## config.mk

```make
export PLATFORM = sky130hd
export DESIGN_NAME = mem_bus_arbiter_flat
export DESIGN_NICKNAME = d
export VERILOG_FILES = /design/src/rtl/mem_bus_arbiter_if.sv /design/src/rtl/mem_bus_arbiter.sv /design/src/flat_wrapper.sv
export SDC_FILE = /design/constraint.sdc
export NUM_CORES = 1
export LEC_CHECK = 0
export CAP_MARGIN = 20
export CORE_ASPECT_RATIO = 1.75
export CORE_MARGIN = 2
export CORE_UTILIZATION = 40
export DETAILED_ROUTE_END_ITERATION = 16
export PLACE_DENSITY_LB_ADDON = 0.2
export SLEW_MARGIN = 20
export SYNTH_ARGS = -nofsm -noshare
export SYNTH_HDL_FRONTEND = slang
export SYNTH_SLANG_ARGS = --single-unit
```

## constraint.sdc

```tcl
create_clock -name clk -period 2 [get_ports clk]
set_clock_uncertainty 0.2 [all_clocks]
set_input_delay 0.4 -clock clk [delete_from_list [all_inputs] [get_ports clk]]
set_output_delay 0.4 -clock clk [all_outputs]
set_load 0.01 [all_outputs]
```

## src/rtl/mem_bus_arbiter_if.sv

```systemverilog
// -----------------------------------------------------------------------------
// mem_bus_arbiter_if
// Purpose : groups the requester handshake, the response path and the shared
//           ALU/memory bus of mem_bus_arbiter into one bundle.
// Params  : NUM_REQ - number of requesters (2..4).
// Signals :
//   req/req_rd_wr/req_addr/req_wr_data - per-requester command, packed by index
//   gnt/done                           - one-hot pulses back to the requesters
//   rsp_rd_data/rsp_res_out            - captured read response
//   enable/rd_wr/addr/wr_data          - bus command driven by the arbiter
//   rd_data/res_out                    - bus return data
//   state_dbg                          - arbiter FSM state, for observation
// Modports:
//   master - the arbiter's view (drives the bus, gnt, done, rsp_*)
//   slave  - the environment's view (requesters plus the bus target)
//
// Handshake: a requester raises req[i] with its command fields stable and
// keeps them until done[i]. gnt[i] pulses for one cycle when the command goes
// onto the bus; done[i] pulses for one cycle when it has completed, and for a
// read rsp_* is valid in that same cycle. Dropping req after gnt does not
// cancel the transaction.
// -----------------------------------------------------------------------------
interface mem_bus_arbiter_if #(
    parameter int NUM_REQ = 2
);
    logic [NUM_REQ-1:0]   req;
    logic [NUM_REQ-1:0]   req_rd_wr;
    logic [2*NUM_REQ-1:0] req_addr;
    logic [8*NUM_REQ-1:0] req_wr_data;
    logic [NUM_REQ-1:0]   gnt;
    logic [NUM_REQ-1:0]   done;
    logic [7:0]           rsp_rd_data;
    logic [15:0]          rsp_res_out;
    logic                 enable;
    logic                 rd_wr;
    logic [1:0]           addr;
    logic [7:0]           wr_data;
    logic [7:0]           rd_data;
    logic [15:0]          res_out;
    logic [2:0]           state_dbg;

    modport master (
        input  req, req_rd_wr, req_addr, req_wr_data, rd_data, res_out,
        output gnt, done, rsp_rd_data, rsp_res_out,
               enable, rd_wr, addr, wr_data, state_dbg
    );

    modport slave (
        output req, req_rd_wr, req_addr, req_wr_data, rd_data, res_out,
        input  gnt, done, rsp_rd_data, rsp_res_out,
               enable, rd_wr, addr, wr_data, state_dbg
    );
endinterface

```

## src/rtl/mem_bus_arbiter.sv

```systemverilog
// -----------------------------------------------------------------------------
// mem_bus_arbiter
// Purpose : shares the single ALU/memory bus among NUM_REQ requesters and
//           sequences every transaction so that enable is a single-cycle
//           pulse, addr is held a cycle after enable, wr_data is held two
//           cycles after a write, and read data is captured a fixed
//           RD_LATENCY edges after the enable edge.
// Params  : NUM_REQ    - requesters (2..4)
//           RD_LATENCY - edges from the enable-sampling edge to the capture
//                        edge of rd_data/res_out (1..7)
// Ports   : clk - bus clock
//           rst - synchronous active-high reset; aborts any transaction
//           bus - mem_bus_arbiter_if.master (handshake, response, bus)
// Build option:
//   MEM_ARB_STRICT_PRIO_EN defined   -> fixed priority, lowest index wins
//   MEM_ARB_STRICT_PRIO_EN undefined -> round-robin from a rotating pointer
//   Timing is identical in both builds.
// FSM     : IDLE -> ISSUE -> HOLD -> (WAIT)* -> DONE -> IDLE
// -----------------------------------------------------------------------------
module mem_bus_arbiter #(
    parameter int NUM_REQ    = 2,
    parameter int RD_LATENCY = 2
) (
    input  logic               clk,
    input  logic               rst,
    mem_bus_arbiter_if.master  bus
);
    localparam int IW = (NUM_REQ > 2) ? 2 : 1;

    typedef enum logic [2:0] {
        IDLE  = 3'd0,
        ISSUE = 3'd1,
        HOLD  = 3'd2,
        WAIT  = 3'd3,
        DONE  = 3'd4
    } state_t;

    state_t             state;
    state_t             state_nxt;
    logic [IW-1:0]      win_idx;
    logic [IW-1:0]      sel_idx;
    logic               sel_valid;
    logic [NUM_REQ-1:0] win_onehot;
    logic [NUM_REQ-1:0] last_done;
    logic [NUM_REQ-1:0] elig;
    logic [NUM_REQ-1:0] cand;
    logic [NUM_REQ-1:0] gnt_vec;
    logic [NUM_REQ-1:0] done_vec;
    logic               enable_c;
    logic               capture;
    logic [2:0]         lat_cnt;
    logic               bus_rd_wr;
    logic [1:0]         bus_addr;
    logic [7:0]         bus_wr_data;
    logic [7:0]         rsp_rd;
    logic [15:0]        rsp_res;

    // The requester that completed in the previous cycle is masked so another
    // waiting requester gets a turn. When nobody else is asking the mask is
    // dropped, so a lone requester streams back-to-back with one IDLE cycle.
    always_comb begin
        elig = bus.req & ~last_done;
        cand = (elig != '0) ? elig : bus.req;
    end

`ifdef MEM_ARB_STRICT_PRIO_EN
    // Fixed priority: scan downwards so the lowest set index is kept last.
    always_comb begin
        sel_valid = 1'b0;
        sel_idx   = '0;
        for (int i = NUM_REQ - 1; i >= 0; i--) begin
            if (cand[i]) begin
                sel_valid = 1'b1;
                sel_idx   = IW'(i);
            end
        end
    end
`else
    logic [IW-1:0] rr_ptr;

    // Round-robin: offsets scanned downwards so the smallest offset from
    // rr_ptr (modulo NUM_REQ) is the one that sticks.
    always_comb begin
        int idx;
        idx       = 0;
        sel_valid = 1'b0;
        sel_idx   = '0;
        for (int k = NUM_REQ - 1; k >= 0; k--) begin
            idx = int'(rr_ptr) + k;
            if (idx >= NUM_REQ) begin
                idx = idx - NUM_REQ;
            end
            if (cand[idx]) begin
                sel_valid = 1'b1;
                sel_idx   = IW'(idx);
            end
        end
    end

    always_ff @(posedge clk) begin
        if (rst) begin
            rr_ptr <= '0;
        end else if (state == ISSUE) begin
            rr_ptr <= (int'(win_idx) == NUM_REQ - 1) ? '0 : win_idx + 1'b1;
        end
    end
`endif

    always_comb begin
        win_onehot = NUM_REQ'(1) << win_idx;
    end

    // Next state and per-state outputs. Everything visible is forced low
    // while rst is high so no enable/gnt/done can leak out during reset.
    always_comb begin
        state_nxt = state;
        gnt_vec   = '0;
        done_vec  = '0;
        enable_c  = 1'b0;
        capture   = 1'b0;
        case (state)
            IDLE: begin
                if (sel_valid) begin
                    state_nxt = ISSUE;
                end
            end
            ISSUE: begin
                enable_c  = 1'b1;
                gnt_vec   = win_onehot;
                state_nxt = HOLD;
            end
            HOLD: begin
                if (!bus_rd_wr) begin
                    state_nxt = DONE;
                end else if (RD_LATENCY == 1) begin
                    capture   = 1'b1;
                    state_nxt = DONE;
                end else begin
                    state_nxt = WAIT;
                end
            end
            WAIT: begin
                // End of HOLD is edge 1 after the enable edge; WAIT cycle n
                // (lat_cnt = n) ends on edge n+2.
                if (lat_cnt == 3'(RD_LATENCY - 2)) begin
                    capture   = 1'b1;
                    state_nxt = DONE;
                end
            end
            DONE: begin
                done_vec  = win_onehot;
                state_nxt = IDLE;
            end
            default: begin
                state_nxt = IDLE;
            end
        endcase
        if (rst) begin
            gnt_vec  = '0;
            done_vec = '0;
            enable_c = 1'b0;
            capture  = 1'b0;
        end
    end

    always_ff @(posedge clk) begin
        if (rst) begin
            state       <= IDLE;
            win_idx     <= '0;
            last_done   <= '0;
            lat_cnt     <= '0;
            bus_rd_wr   <= 1'b0;
            bus_addr    <= '0;
            bus_wr_data <= '0;
            rsp_rd      <= '0;
            rsp_res     <= '0;
        end else begin
            state     <= state_nxt;
            last_done <= done_vec;
            // Bus fields change only here, so they stay put from ISSUE
            // through DONE and keep their last values while IDLE.
            if (state == IDLE && sel_valid) begin
                win_idx     <= sel_idx;
                bus_rd_wr   <= bus.req_rd_wr[sel_idx];
                bus_addr    <= bus.req_addr[2*int'(sel_idx) +: 2];
                bus_wr_data <= bus.req_wr_data[8*int'(sel_idx) +: 8];
            end
            if (state == HOLD) begin
                lat_cnt <= '0;
            end else if (state == WAIT) begin
                lat_cnt <= lat_cnt + 3'd1;
            end
            if (capture) begin
                rsp_rd  <= bus.rd_data;
                rsp_res <= bus.res_out;
            end
        end
    end

    assign bus.gnt         = gnt_vec;
    assign bus.done        = done_vec;
    assign bus.enable      = enable_c;
    assign bus.rd_wr       = bus_rd_wr;
    assign bus.addr        = bus_addr;
    assign bus.wr_data     = bus_wr_data;
    assign bus.rsp_rd_data = rsp_rd;
    assign bus.rsp_res_out = rsp_res;
    assign bus.state_dbg   = state;

endmodule

```

## src/flat_wrapper.sv

```systemverilog
// flat-port wrapper written by rule: the top's interface ports become plain ports
module mem_bus_arbiter_flat 
#(
    parameter int NUM_REQ    = 2,
    parameter int RD_LATENCY = 2
)
  (clk, rst, bus_req, bus_req_rd_wr, bus_req_addr, bus_req_wr_data, bus_rd_data, bus_res_out, bus_gnt, bus_done, bus_rsp_rd_data, bus_rsp_res_out, bus_enable, bus_rd_wr, bus_addr, bus_wr_data, bus_state_dbg);
  mem_bus_arbiter_if #(.NUM_REQ(NUM_REQ)) bus_i ();
  input  logic clk;
  input  logic rst;
  input wire logic [$bits(bus_i.req)-1:0] bus_req;
  input wire logic [$bits(bus_i.req_rd_wr)-1:0] bus_req_rd_wr;
  input wire logic [$bits(bus_i.req_addr)-1:0] bus_req_addr;
  input wire logic [$bits(bus_i.req_wr_data)-1:0] bus_req_wr_data;
  input wire logic [$bits(bus_i.rd_data)-1:0] bus_rd_data;
  input wire logic [$bits(bus_i.res_out)-1:0] bus_res_out;
  output wire logic [$bits(bus_i.gnt)-1:0] bus_gnt;
  output wire logic [$bits(bus_i.done)-1:0] bus_done;
  output wire logic [$bits(bus_i.rsp_rd_data)-1:0] bus_rsp_rd_data;
  output wire logic [$bits(bus_i.rsp_res_out)-1:0] bus_rsp_res_out;
  output wire logic [$bits(bus_i.enable)-1:0] bus_enable;
  output wire logic [$bits(bus_i.rd_wr)-1:0] bus_rd_wr;
  output wire logic [$bits(bus_i.addr)-1:0] bus_addr;
  output wire logic [$bits(bus_i.wr_data)-1:0] bus_wr_data;
  output wire logic [$bits(bus_i.state_dbg)-1:0] bus_state_dbg;
  assign bus_i.req = bus_req;
  assign bus_i.req_rd_wr = bus_req_rd_wr;
  assign bus_i.req_addr = bus_req_addr;
  assign bus_i.req_wr_data = bus_req_wr_data;
  assign bus_i.rd_data = bus_rd_data;
  assign bus_i.res_out = bus_res_out;
  assign bus_gnt = bus_i.gnt;
  assign bus_done = bus_i.done;
  assign bus_rsp_rd_data = bus_i.rsp_rd_data;
  assign bus_rsp_res_out = bus_i.rsp_res_out;
  assign bus_enable = bus_i.enable;
  assign bus_rd_wr = bus_i.rd_wr;
  assign bus_addr = bus_i.addr;
  assign bus_wr_data = bus_i.wr_data;
  assign bus_state_dbg = bus_i.state_dbg;
  mem_bus_arbiter #(.NUM_REQ(NUM_REQ), .RD_LATENCY(RD_LATENCY)) u_core (.clk(clk), .rst(rst), .bus(bus_i));
endmodule
```

After elaboration in Yosys (flattened, before gate mapping):

Index checks and enable logic that the tools add are counted.

* memories: 0
* latch bits: 0
* input port bits: 50
* flip-flop bits (word level): 45
* ROM bits: 0
* output and inout port bits: 43
* bits in writable memories: 0

* $lt $le $gt $ge: 5
* mux-type cells: 29
* reductions and logical operators: 6
* bitwise logic cells: 2
* add/subtract/negate cells: 5
* equal/unequal tests: 6
* shifts and indexed selects: 3
* divide/modulo/power cells: 0
* multipliers: 0

Operators by type and width (count)
* 32-bit by 3-bit less-than comparator with 1-bit output, second input constant: 2
* 32-bit two-way mux: 2
* 32-bit by 3-bit >= comparator with 1-bit output, second input constant: 1
* 32-bit by 3-bit subtractor with 32-bit output, second input constant: 1
* 1-bit two-way mux: 18
* 16-bit by 5-bit indexed part select with 8-bit output: 1
* 3-bit case mux with 4 select lines: 1
* 2-bit two-way mux: 5
* 3-bit two-way mux: 3
* 3-bit by 2-bit equality test with 1-bit output, second input constant: 2
* 3-bit logical NOT: 2
* 2-bit by 1-bit inequality test with 1-bit output, second input constant: 2
* 4-bit by 3-bit indexed part select with 2-bit output: 1
* 3-bit by 1-bit adder with 3-bit output, second input constant: 1
* 3-bit by 1-bit equality test with 1-bit output, second input constant: 1
* 3-bit equality test, second input constant: 1
* 1-bit by 2-bit subtractor with 3-bit output, second input constant: 1
* 1-bit by 1-bit adder with 2-bit output, second input constant: 1
* 2-bit bitwise AND: 1
* 1-bit by 2-bit >= comparator with 1-bit output, second input constant: 1
* 1-bit by 2-bit less-than comparator with 1-bit output, second input constant: 1
* 2-bit NOT: 1
* 2-bit AND reduction: 1
* 2-bit nonzero test: 1
* 4 further kinds: 4

Logic depth before layout (Yosys ltp):

Gate-level depths: netlist of the first run.

* depth after elaboration: 11
* depth in mapped cells: 8
* mapped depth without buffers: 6

Least setup slack after synthesis of the first run:

No wires, ideal clock.

* path kind: input to output
* start: in rst
* end: out bus_gnt[0]
* stages on the path: 4
* arrival: 1.313 ns
* path slack: 0.087 ns
* path buffers: 3
* required time: 1.400 ns
* path through: clkbuf_1 -> clkbuf_1 -> buf_2 -> nor4_1

* word-level cells in the longest chain between the ends: 1

RTL lines
* start, declared: line flat_wrapper.sv:10 `input logic rst;`
* 2-bit two-way mux: line mem_bus_arbiter.sv:158 `if (rst) begin`
* end, declared: line flat_wrapper.sv:17 `output wire logic [$bits(bus_i.gnt)-1:0] bus_gnt;`

Every way passes these cells.

Worst setup path in the final report of the first run:

* start: reg u_core.state[1] (netlist: u_core.bus.state_dbg[1])
* end: out bus_done[1]

* word-level cells in the longest chain between the ends: 3

RTL lines
* start, declared: line mem_bus_arbiter.sv:38 `state_t state;`
* start signal, assigned: line mem_bus_arbiter.sv:178 `state <= state_nxt;`
* 3-bit equality test: line mem_bus_arbiter.sv:121 `case (state)`
* 2-bit two-way mux: line mem_bus_arbiter.sv:121
* 2-bit two-way mux: line mem_bus_arbiter.sv:158
* end, declared: line flat_wrapper.sv:18 `output wire logic [$bits(bus_i.done)-1:0] bus_done;`

Every way passes these cells.

==> qor.txt, run 1 <==
Slowest-stage cell, CP -> dfxtp_4
Die H -> 96.1 um
Async set-reset flop share out of synthesis -> 0%
Busiest layer in global routing -> met2
Post-route antenna net violation count -> 0
DRC -> 0
Met1 GRT Util -> 18.1%
DRT Wirelength -> 4640 um
Io pins -> 93
Tightest Pin Transition -> 454 ps
PwrDens -> 684 mW/mm^2
Initial core utilization -> 41.6%
Critical Path Start Type -> flop
DRT iter0 DRCs -> 50
Hold_ws -> 267 ps
Largest net degree at the start of global routing -> 49
Part of the cycle the worst path needs -> 95.6%
Max-slew violations -> 0
Share of post-route cells with drive strength above 1 -> 13.1%
Antenna cells -> 0
Area contributors post-synth -> dfxtp_1 46%, nand2_1 9.7%, nand2b_1 8.1%, a311oi_2 5.4%, o21ai_0 5.4%
Root Driver -> clkbuf_8
CP Class -> flop to output port
CP Capture Type -> output port
Finished Layout Cells -> 381
Die Wd -> 56.6 um
Max Cap Viol -> 0
Rows -> 33
Mean area per synthesized cell -> 8.51 um^2
Crit-path cells -> nor3_4, and3_1, dlygate4sd2_1
Routed len/inst -> 12.2 um
DR vias -> 1875
Mapped Cells -> 228
Utilization after layout -> 66.5%
Ys flop type -> dfxtp_1
CP required -> 1400 ps
Leading area contributor after synthesis -> dfxtp_1
Initial antenna violation count -> 0
Total grt overflow -> 0
Total die area -> 0.00544 mm^2
Fmax -> 0.523 GHz
Global Route Usage Sum -> 18.1%
Clk slew on worst S/H paths -> 80 ps
Area Growth Syn to Fin -> 59.9%
Clock latency on the worst-skew pair -> 290 ps
Bufs and invs on worst path -> 1
CTS H-tree lvls -> 2
Run status -> complete, no violations
Hold Vio Cnt, Final -> 0
Clock sinks -> 45
Leak -> 1.22 nW
IO Port Bufs -> 92
Clock period minus worst slack -> 1910 ps
GR met2 Demand/Resource -> 35.3%
Vias in the first global route -> 1820
CP delay by family, top -> flip-flops
Top cell type's share of synthesized area -> 46.5%
Post-layout nets -> 380
Synth Warn # -> 0
GP Congestion -> 0.793
Relative slew slack -> 69.7%
Peak VDD IR -> 0.616 mV
Max Buffers Root-to-Sink -> 2
Syn_nets -> 280
Final setup margin -> 88.8 ps
Worst-path fanout max -> 5
Met3 usage -> 4.57%
First-pass GRT wire length -> 7880 um
Cells after DPL -> 373
Synth Cell Area -> 0.00194 mm^2
Synth top cells by count -> 50 x nand2_1, 45 x dfxtp_1, 25 x nand2b_1
Max incr delay on CP -> 380 ps
Cts-stage hold buffer count -> 0
Cell variety after synth -> 30
TritonCTS clock tree -> done
Worst path arrival time -> 1310 ps
Flops & latches, synth -> 45
DP Worst Slack -> -584 ps
CTS buffer count -> 5
CORE AREA -> 0.00467 mm^2
Number of synthesized flops with an enable pin -> 0
Sequential area share after synthesis -> 46.5%
Most frequent cell after synthesis -> nand2_1
Post-DR vias/cell -> 4.92
Setup-failing EPs final -> 0
Design Power -> 0.00212 W
DR pass1 iterations -> 4
DPL Wire Length -> 3540 um
FILL cells -> 416
Unrepaired setup endpoints after global routing -> false
Hold Path Class -> flop to flop
layout by cell type, fill, tap and decap left out, types with 2 or more instances in the layout:
master,netlist,routed
dlymetal6s2s_1,0,2
and3_1,4,4
buf_4,3,16
nor2_1,20,20
o21ai_0,21,21
nand3b_1,2,2
nand2b_1,25,25
nor3_4,0,2
nor3_1,4,2
nand2_1,50,50
nor2b_1,2,2
a311oi_1,4,4
inv_1,4,4
dlygate4sd2_1,0,4
dfxtp_1,45,43
ha_1,2,2
a311oi_2,7,7
clkbuf_8,0,7
clkdlybuf4s50_1,0,83
o21ai_1,5,5
a21oi_1,6,6
power by group:
part | switching (W) | internal, W | leakage [nW]
sequential | 0.0000431 | 0.000955 | 0.367
clock | 0.000292 | 0.000312 | 0.0542
combinational | 0.000218 | 0.000302 | 0.794
flip-flops by register name (all words and copies together) (netlist names), 2 cells and up:
name,cells
u_core.bus.addr,2
u_core.bus.rsp_rd_data,8
u_core.bus.rsp_res_out,16
u_core.bus.state_dbg,3
u_core.bus.wr_data,8
u_core.last_done,2
u_core.lat_cnt,3
tightest hold or removal path, stage by stage, from the launching register on:
cell	delay, ps
dfxtp_1	320
nand2b_1	60
o21ai_1	50
worst paths after layout:
path                                          startpoint                                endpoint  slack [ps]  cells after the start
setup / recovery    u_core.bus.state_dbg[1]$_SDFFE_PP0P_                             bus_done[1]          90                      3
hold / removal    u_core.bus.rsp_res_out[9]$_SDFFE_PP0P_  u_core.bus.rsp_res_out[9]$_SDFFE_PP0P_         270                      2
setup reg to reg          u_core.last_done[0]$_SDFF_PP0_      u_core.bus.wr_data[5]$_SDFFE_PP0P_         330                      4
hold reg to reg   u_core.bus.rsp_res_out[9]$_SDFFE_PP0P_  u_core.bus.rsp_res_out[9]$_SDFFE_PP0P_         270                      2
layer usage:
metal	share of wire [%]	vias to the layer above	wire (um)
met2	54	67	2490
met3	6.5	5	302
met4	1.5	0	68
li1	-	960	-
met5	0	-	0
met1	38	843	1780
what timing repair did:
item / 4_1_cts / 5_1_grt
gates resized for setup: 15 / 7
pin swaps: 1 / 0
setup buffers: 0 / 0
endpoints found under the setup margin: 7 / 5
kinds of logic (layout without fill, tap and decap cells):
kind of cell	Yosys count	after routing	synth area share [%]
multiplexers	1	1	0.516
flip-flops	45	45	46.5
AO/OA/AOI/OAI	46	46	17.2
buffers and inverters	20	121	5.68
adder cells (fa/ha/maj)	2	2	1.29
AND/OR/NAND/NOR	114	114	28.9
area by class of cell:
type / instances / area, um^2 / area share [%]
repair buffers: 109 / 1060 / 34.1
well taps: 52 / 65.1 / 2.10
multi-input cells: 163 / 957 / 30.9
flip-flops and latches: 45 / 906 / 29.2
clock inverters: 1 / 5.00 / 0.161
clock buffers: 7 / 96.3 / 3.11
inverters: 4 / 15.0 / 0.484
through the flow:
stage | TNS [ps] | cell area, um^2
4_1_cts | 0 | 3080
2_1_floorplan | 0 | 1940
5_1_grt | 0 | 3100
6_report | 0 | 3100
3_5_place_dp | -7080 | 2980
3_3_place_gp | -6570 | 2980
Power figures use the tool's default switching activity.
==> inputs of run 2 (changes only) <==
--- a/config.mk
+++ b/config.mk
@@ -9,6 +9,7 @@
 export CORE_ASPECT_RATIO = 1.75
 export CORE_MARGIN = 2
 export CORE_UTILIZATION = 40
+export CTS_CLUSTER_DIAMETER = 50
 export DETAILED_ROUTE_END_ITERATION = 16
 export PLACE_DENSITY_LB_ADDON = 0.2
 export SLEW_MARGIN = 20
==> constraint.sdc (replaced) <==
create_clock -name clk -period 2 [get_ports clk]
set_clock_uncertainty 0.2 [all_clocks]
set_input_delay 0.4 -clock clk [delete_from_list [all_inputs] [get_ports clk]]
set_output_delay 0.4 -clock clk [all_outputs]
set_load 0.05 [all_outputs]
==> run 2 against run 1 <==
  * Cell area fell by 3.1%
  * Highest routed layer unchanged
  * Fmax fell by 1.6%
  * Via count fell by 2.1%
  * Critical path type unchanged
  * Final cell count fell by 2.6%
  * Die area did not move
==> qor.txt, run 2 (synthesis gave the netlist of run 1 again) <==
Design Power -> 0.00220 W (+3.7%)
Post-DR vias/cell -> 4.95 (+0.50%)
Internal power -> 0.00149 W (-5.2%)
Clock period minus worst slack -> 1940 ps (+31.3 ps)
Leak -> 1.20 nW (-1.6%)
Design Area, Final -> 0.00300 mm^2 (-3.1%)
DPL Wire Length -> 3410 um (-3.9%)
Hold Path Class -> flop to flop
R2r worst-path depth -> 5 (+1)
Routed len/inst -> 12.1 um (-0.98%)
Routed length on met2 -> 2480 um (-0.52%)
Net Sw Frac -> 32.4% (+6.3 points)
Sequential share of power -> 45.9% (-1.1 points)
Post-layout nets -> 370 (-2.6%)
IO Port Bufs -> 92 (unchanged)
Vias in the first global route -> 1784 (-2.0%)
PwrDens -> 733 mW/mm^2 (+7.1%)
DR pass1 iterations -> 4 (unchanged)
Most common cell after layout, fill and taps aside -> nand2_1
Critical Path Source -> u_core.bus.state_dbg[1]$_SDFFE_PP0P_
GP Congestion -> 0.704 (-11%)
Wl on met1 -> 1590 um (-11%)
Io pins -> 93 (unchanged)
DRC -> 0 (unchanged)
Critical Path Start Type -> flop
Crit path to -> bus_gnt[1]
Setup-failing EPs final -> 0 (unchanged)
Post-route antenna net violation count -> 0 (unchanged)
Fmax -> 0.515 GHz (-1.6%)
Clk slew on worst S/H paths -> 80 ps (about the same)
FF-to-FF Start -> u_core.bus.state_dbg[1]$_SDFFE_PP0P_
Worst-path fanout max -> 7 (+2)
Total grt overflow -> 0 (unchanged)
Final setup margin -> 57.5 ps (-31.3 ps)
R2r endpoint -> u_core.bus.wr_data[6]$_SDFFE_PP0P_
TNS Setup -> 0 ps (unchanged)
Commonest non-fill, non-tap cells in the layout -> 50 x nand2_1, 48 x clkdlybuf4s50_1, 43 x buf_4, 42 x dfxtp_1, 25 x nand2b_1
Tightest Pin Transition -> 390 ps (-64.3 ps)
Initial antenna violation count -> 0 (unchanged)
Met3 Routed Length -> 326 um (+7.9%)
Peak VDD IR -> 0.400 mV (-35%)
Share of power burned in combinational logic -> 30.2% (+5.7 points)
Number of flip-flops in the largest register -> 16 (unchanged)
Share of post-route cells with drive strength above 1 -> 24.1% (+11 points)
TritonCTS clock tree -> done
Die H -> 96.1 um (unchanged)
Worst path arrival time -> 1340 ps (+30 ps)
Die Wd -> 56.6 um (unchanged)
CP Class -> flop to output port
Max Cap Viol -> 0 (unchanged)
Global Route Usage Sum -> 17.7% (-0.39 points)
Antenna cells -> 0 (unchanged)
Max Used Layer -> met4
Rows -> 33 (unchanged)
Placement Cell Area -> 0.00290 mm^2 (-2.6%)
Initial core utilization -> 41.6% (unchanged)
DRT Wirelength -> 4480 um (-3.6%)
P_sw -> 0.000713 W (+29%)
FILL cells -> 407 (-2.2%)
Clock sinks -> 45 (unchanged)
Area Growth Syn to Fin -> 54.8%
DP Worst Slack -> -177 ps (+406 ps)
CTS H-tree lvls -> 2 (unchanged)
Largest net degree at the start of global routing -> 49 (unchanged)
Utilization after layout -> 64.4% (-2.1 points)
DRT iter0 DRCs -> 64 (+28%)
Reg2Reg Setup Slack -> 380 ps (+50 ps)
CTS buffer count -> 5 (unchanged)
Run status -> complete, no violations
CORE AREA -> 0.00467 mm^2 (unchanged)
CP Capture Type -> output port
First-pass GRT wire length -> 7600 um (-3.5%)
DR vias -> 1835 (-2.1%)
Part of the cycle the worst path needs -> 97.1% (+1.6 points)
Hold Vio Cnt, Final -> 0 (unchanged)
Relative slew slack -> 74.0% (+4.3 points)
Clock latency on the worst-skew pair -> 290 ps (about the same)
Root Driver -> clkbuf_8
Max Buffers Root-to-Sink -> 2 (unchanged)
Cts-stage hold buffer count -> 0 (unchanged)
Max-slew violations -> 0 (unchanged)
Total die area -> 0.00544 mm^2 (unchanged)
Clock share of power -> 23.9% (-4.6 points)
CP required -> 1400 ps (about the same)
run 2: area by class of cell:
class	instances	area (um^2)	area share, %
clock buffer	8	80.1	2.67
sequential	45	910	30.3
tap	52	65.1	2.17
timing repair buffer	99	948	31.6
inverter	4	15.0	0.500
multi-input combinational	163	985	32.8
run 2: worst min-delay path by stage:
stage                     cells after the start                                 endpoint                                     from  slack [ps]
after floorplan                               2           u_core.lat_cnt[2]$_SDFFE_PP0N_           u_core.lat_cnt[2]$_SDFFE_PP0N_         240
final                                         2  u_core.bus.rsp_res_out[10]$_SDFFE_PP0P_  u_core.bus.rsp_res_out[10]$_SDFFE_PP0P_         270
after detailed placement                      2  u_core.bus.rsp_res_out[10]$_SDFFE_PP0P_  u_core.bus.rsp_res_out[10]$_SDFFE_PP0P_         260
after CTS                                     2  u_core.bus.rsp_res_out[10]$_SDFFE_PP0P_  u_core.bus.rsp_res_out[10]$_SDFFE_PP0P_         270
after global routing                          2  u_core.bus.rsp_res_out[12]$_SDFFE_PP0P_  u_core.bus.rsp_res_out[12]$_SDFFE_PP0P_         300
after global placement                        2  u_core.bus.rsp_res_out[14]$_SDFFE_PP0P_  u_core.bus.rsp_res_out[14]$_SDFFE_PP0P_         250
run 2: critical path: stages, from the launching register on:
cell	delay, ps
dfxtp_2	380
buf_4	190
nor3_4	190
and2_4	170
buf_12	130
run 2: what timing repair did:
item                       4_1_cts  5_1_grt
setup buffers                    1        0
pin swaps                        1        2
gates cloned                     0        0
setup endpoints to repair        4        9
gates resized for setup          2        3
run 2: power by group through the flow:
stage	logic, W	clock network (W)	registers, W
2_1_floorplan	0.000251	0	0.00119
3_3_place_gp	0.000659	0	0.00103
3_5_place_dp	0.000667	0	0.00103
4_1_cts	0.000672	0.000549	0.00101
5_1_grt	0.000713	0.000584	0.00102
6_report	0.000665	0.000526	0.00101
run 2: per-layer routing:
metal / vias up / GRT usage, %
met2: 65 / 33.1
met1: 824 / 17.6
met5: - / 0
met3: 6 / 5.38
li1: 940 / -
met4: 0 / 8.33
run 2: per-stage QoR:
| step | cells | hold slack [ps] |
|---|---|---|
| global placement | 362 | 254 |
| finish | 371 | 266 |
| detailed placement | 362 | 259 |
| CTS | 371 | 272 |
| global route | 371 | 295 |
| floorplan | 228 | 244 |
==> inputs of run 3 (changes only) <==
--- a/config.mk
+++ b/config.mk
@@ -12,6 +12,7 @@
 export CTS_CLUSTER_DIAMETER = 50
 export DETAILED_ROUTE_END_ITERATION = 16
 export PLACE_DENSITY_LB_ADDON = 0.2
+export RECOVER_POWER = 100
 export SLEW_MARGIN = 20
 export SYNTH_ARGS = -nofsm -noshare
 export SYNTH_HDL_FRONTEND = slang
==> run 3 against run 2 <==
  * Worst hold slack better by 7.8 ps
  * Cell area is 0.88% lower
  * Fmax rose by 0.97%
  * Global-route usage did not move
  * Wire length grew 0.74%
  * Clock power hardly changed
  * Die area is the same
  * Final cell count unchanged
  * Largest cell class unchanged
  * Largest power group unchanged
  * Highest routed layer unchanged
==> qor.txt, run 3 (synthesis gave the netlist of run 1 again) <==
Clock latency on the worst-skew pair -> 290 ps (about the same)
Die H -> 96.1 um (unchanged)
DPL Wire Length -> 3410 um (unchanged)
Initial core utilization -> 41.6% (unchanged)
DRT Wirelength -> 4510 um (+0.74%)
Relative slew slack -> 59.4% (-15 points)
Design Area, Final -> 0.00298 mm^2 (-0.88%)
Leak -> 1.19 nW (-0.35%)
Tightest Pin Transition -> 612 ps (+223 ps)
Share of power burned in combinational logic -> 29.9% (-0.3 points)
TNS Setup -> 0 ps (unchanged)
Net Sw Frac -> 32.4% (about the same)
Global Route Usage Sum -> 17.7% (unchanged)
Part of the cycle the worst path needs -> 96.2% (-0.93 points)
Min-Delay Startpoint -> u_core.bus.rsp_res_out[2]$_SDFFE_PP0P_
CP Capture Type -> output port
DRT iter0 DRCs -> 76 (+19%)
Fmax -> 0.520 GHz (+0.97%)
Max Cap Viol -> 0 (unchanged)
Io pins -> 93 (unchanged)
Clock share of power -> 24.0% (about the same)
DR vias -> 1833 (-0.11%)
TritonCTS clock tree -> done
CORE AREA -> 0.00467 mm^2 (unchanged)
Antenna cells -> 0 (unchanged)
Internal power -> 0.00148 W (-0.59%)
Clock period minus worst slack -> 1920 ps (-18.6 ps)
Run status -> complete, no violations
Clk slew on worst S/H paths -> 80 ps (about the same)
R2r worst-path depth -> 6 (+1)
Die Wd -> 56.6 um (unchanged)
CTS buffer count -> 5 (unchanged)
Max Buffers Root-to-Sink -> 2 (unchanged)
Hold Path Cell Cnt -> 2 (unchanged)
Rows -> 33 (unchanged)
Clock sinks -> 45 (unchanged)
Reg2Reg Setup Slack -> 300 ps (-80 ps)
Hold Vio Cnt, Final -> 0 (unchanged)
Max-slew violations -> 0 (unchanged)
CP required -> 1400 ps (about the same)
Placement Cell Area -> 0.00290 mm^2 (unchanged)
CTS H-tree lvls -> 2 (unchanged)
Vias in the first global route -> 1784 (unchanged)
Hold_ws -> 274 ps (+7.75 ps)
DRC -> 0 (unchanged)
Area Growth Syn to Fin -> 53.5%
Total grt overflow -> 0 (unchanged)
Total die area -> 0.00544 mm^2 (unchanged)
Commonest non-fill, non-tap cells in the layout -> 50 x nand2_1, 47 x clkdlybuf4s50_1, 42 x dfxtp_1, 40 x buf_4, 25 x nand2b_1
Post-route antenna net violation count -> 0 (unchanged)
Post-layout nets -> 370 (unchanged)
Hold Path Class -> flop to flop
Sequential share of power -> 46.1% (+0.2 points)
Most common cell after layout, fill and taps aside -> nand2_1
Root Driver -> clkbuf_8
Number of flip-flops in the largest register -> 16 (unchanged)
Initial antenna violation count -> 0 (unchanged)
CP Class -> flop to output port
PwrDens -> 735 mW/mm^2 (+0.32%)
FF-to-FF Start -> u_core.lat_cnt[0]$_SDFFE_PP0N_
Share of post-route cells with drive strength above 1 -> 22.9% (-1.3 points)
IO Port Bufs -> 92 (unchanged)
Worst path arrival time -> 1320 ps (-20 ps)
WHS Endpoint -> u_core.bus.rsp_res_out[2]$_SDFFE_PP0P_
DR pass1 iterations -> 4 (unchanged)
Routed len/inst -> 12.2 um (+0.74%)
Critical Path Start Type -> flop
R2r endpoint -> u_core.bus.rsp_res_out[5]$_SDFFE_PP0P_
Post-DR vias/cell -> 4.94 (-0.11%)
Setup-failing EPs final -> 0 (unchanged)
Unrepaired setup endpoints after global routing -> false
P_sw -> 0.000709 W (-0.51%)
Worst-path fanout max -> 7 (unchanged)
First-pass GRT wire length -> 7600 um (unchanged)
Largest net degree at the start of global routing -> 49 (unchanged)
GP Congestion -> 0.704 (unchanged)
Peak VDD IR -> 0.399 mV (-0.37%)
[run 3: cell count changes in the layout (fill, tap and decap cells not counted), sizes merged]
cell / previous run / this run
dlygate4sd3: 0 / 1
clkdlybuf4s50: 48 / 47
dlymetal6s2s: 0 / 1
clkbuf: 8 / 11
buf: 51 / 47
[run 3: routing by layer]
metal  vias to the layer above  part of all wire, %  global-route usage (%)  wire length [um]
met5                         -                    0                       0                 0
met4                         0                  1.8                    8.33                83
met3                         6                  7.6                    5.38               342
met2                        69                   55                    33.1              2480
met1                       818                   35                    17.6              1600
li1                        940                    -                       -                 -
[run 3: timing repair]
item	4_1_cts	5_1_grt
hold endpoints to repair	0	0
setup endpoints to repair	4	9
hold buffers	0	0
resized for setup	2	3
setup buffers	1	0
pin swaps	1	2
[run 3: worst max path at each step]
| stage | startpoint | to | cells after the start |
|---|---|---|---|
| final | u_core.bus.state_dbg[1]$_SDFFE_PP0P_ | bus_gnt[1] | 4 |
| after global routing | u_core.bus.state_dbg[1]$_SDFFE_PP0P_ | bus_gnt[1] | 4 |
| after CTS | u_core.bus.state_dbg[0]$_SDFFE_PP0P_ | bus_done[0] | 4 |
| after detailed placement | bus_req[0] | u_core.bus.wr_data[5]$_SDFFE_PP0P_ | 5 |
| after global placement | bus_req[0] | u_core.bus.wr_data[1]$_SDFFE_PP0P_ | 5 |
| after floorplan | u_core.bus.state_dbg[0]$_SDFFE_PP0P_ | bus_gnt[1] | 4 |
[run 3: critical path: stages, from the launching register on]
cell and delay [ps]:
dfxtp_2 370, buf_4 180, nor3_4 190, and2_4 170, buf_12 130
[run 3: layout make-up]
type,count,area (um^2)
multi-input combinational,163,973
sequential,45,910
fill,414,1690
clock buffer,8,80.1
tap,52,65.1
inverter,4,15.0
timing repair buffer,99,933
[run 3: per-stage QoR]
| step | cells | utilization [%] | worst slack [ps] | total power [W] |
|---|---|---|---|---|
| floorplan | 228 | - | -121 | 0.00144 |
| CTS | 371 | 64.1 | 21.4 | 0.00223 |
| global route | 371 | 63.8 | 17.5 | 0.00230 |
| global placement | 362 | 62.1 | -110 | 0.00169 |
| detailed placement | 362 | 62.1 | -177 | 0.00170 |
| finish | 371 | 63.8 | 76.1 | 0.00219 |
[run 3: power by group through the flow]
stage / registers [W] / clock network (W) / logic, W
after floorplan: 0.00119 / 0 / 0.000251
after global placement: 0.00103 / 0 / 0.000659
after detailed placement: 0.00103 / 0 / 0.000667
after CTS: 0.00101 / 0.000549 / 0.000672
after global routing: 0.00102 / 0.000584 / 0.000701
final: 0.00101 / 0.000526 / 0.000654
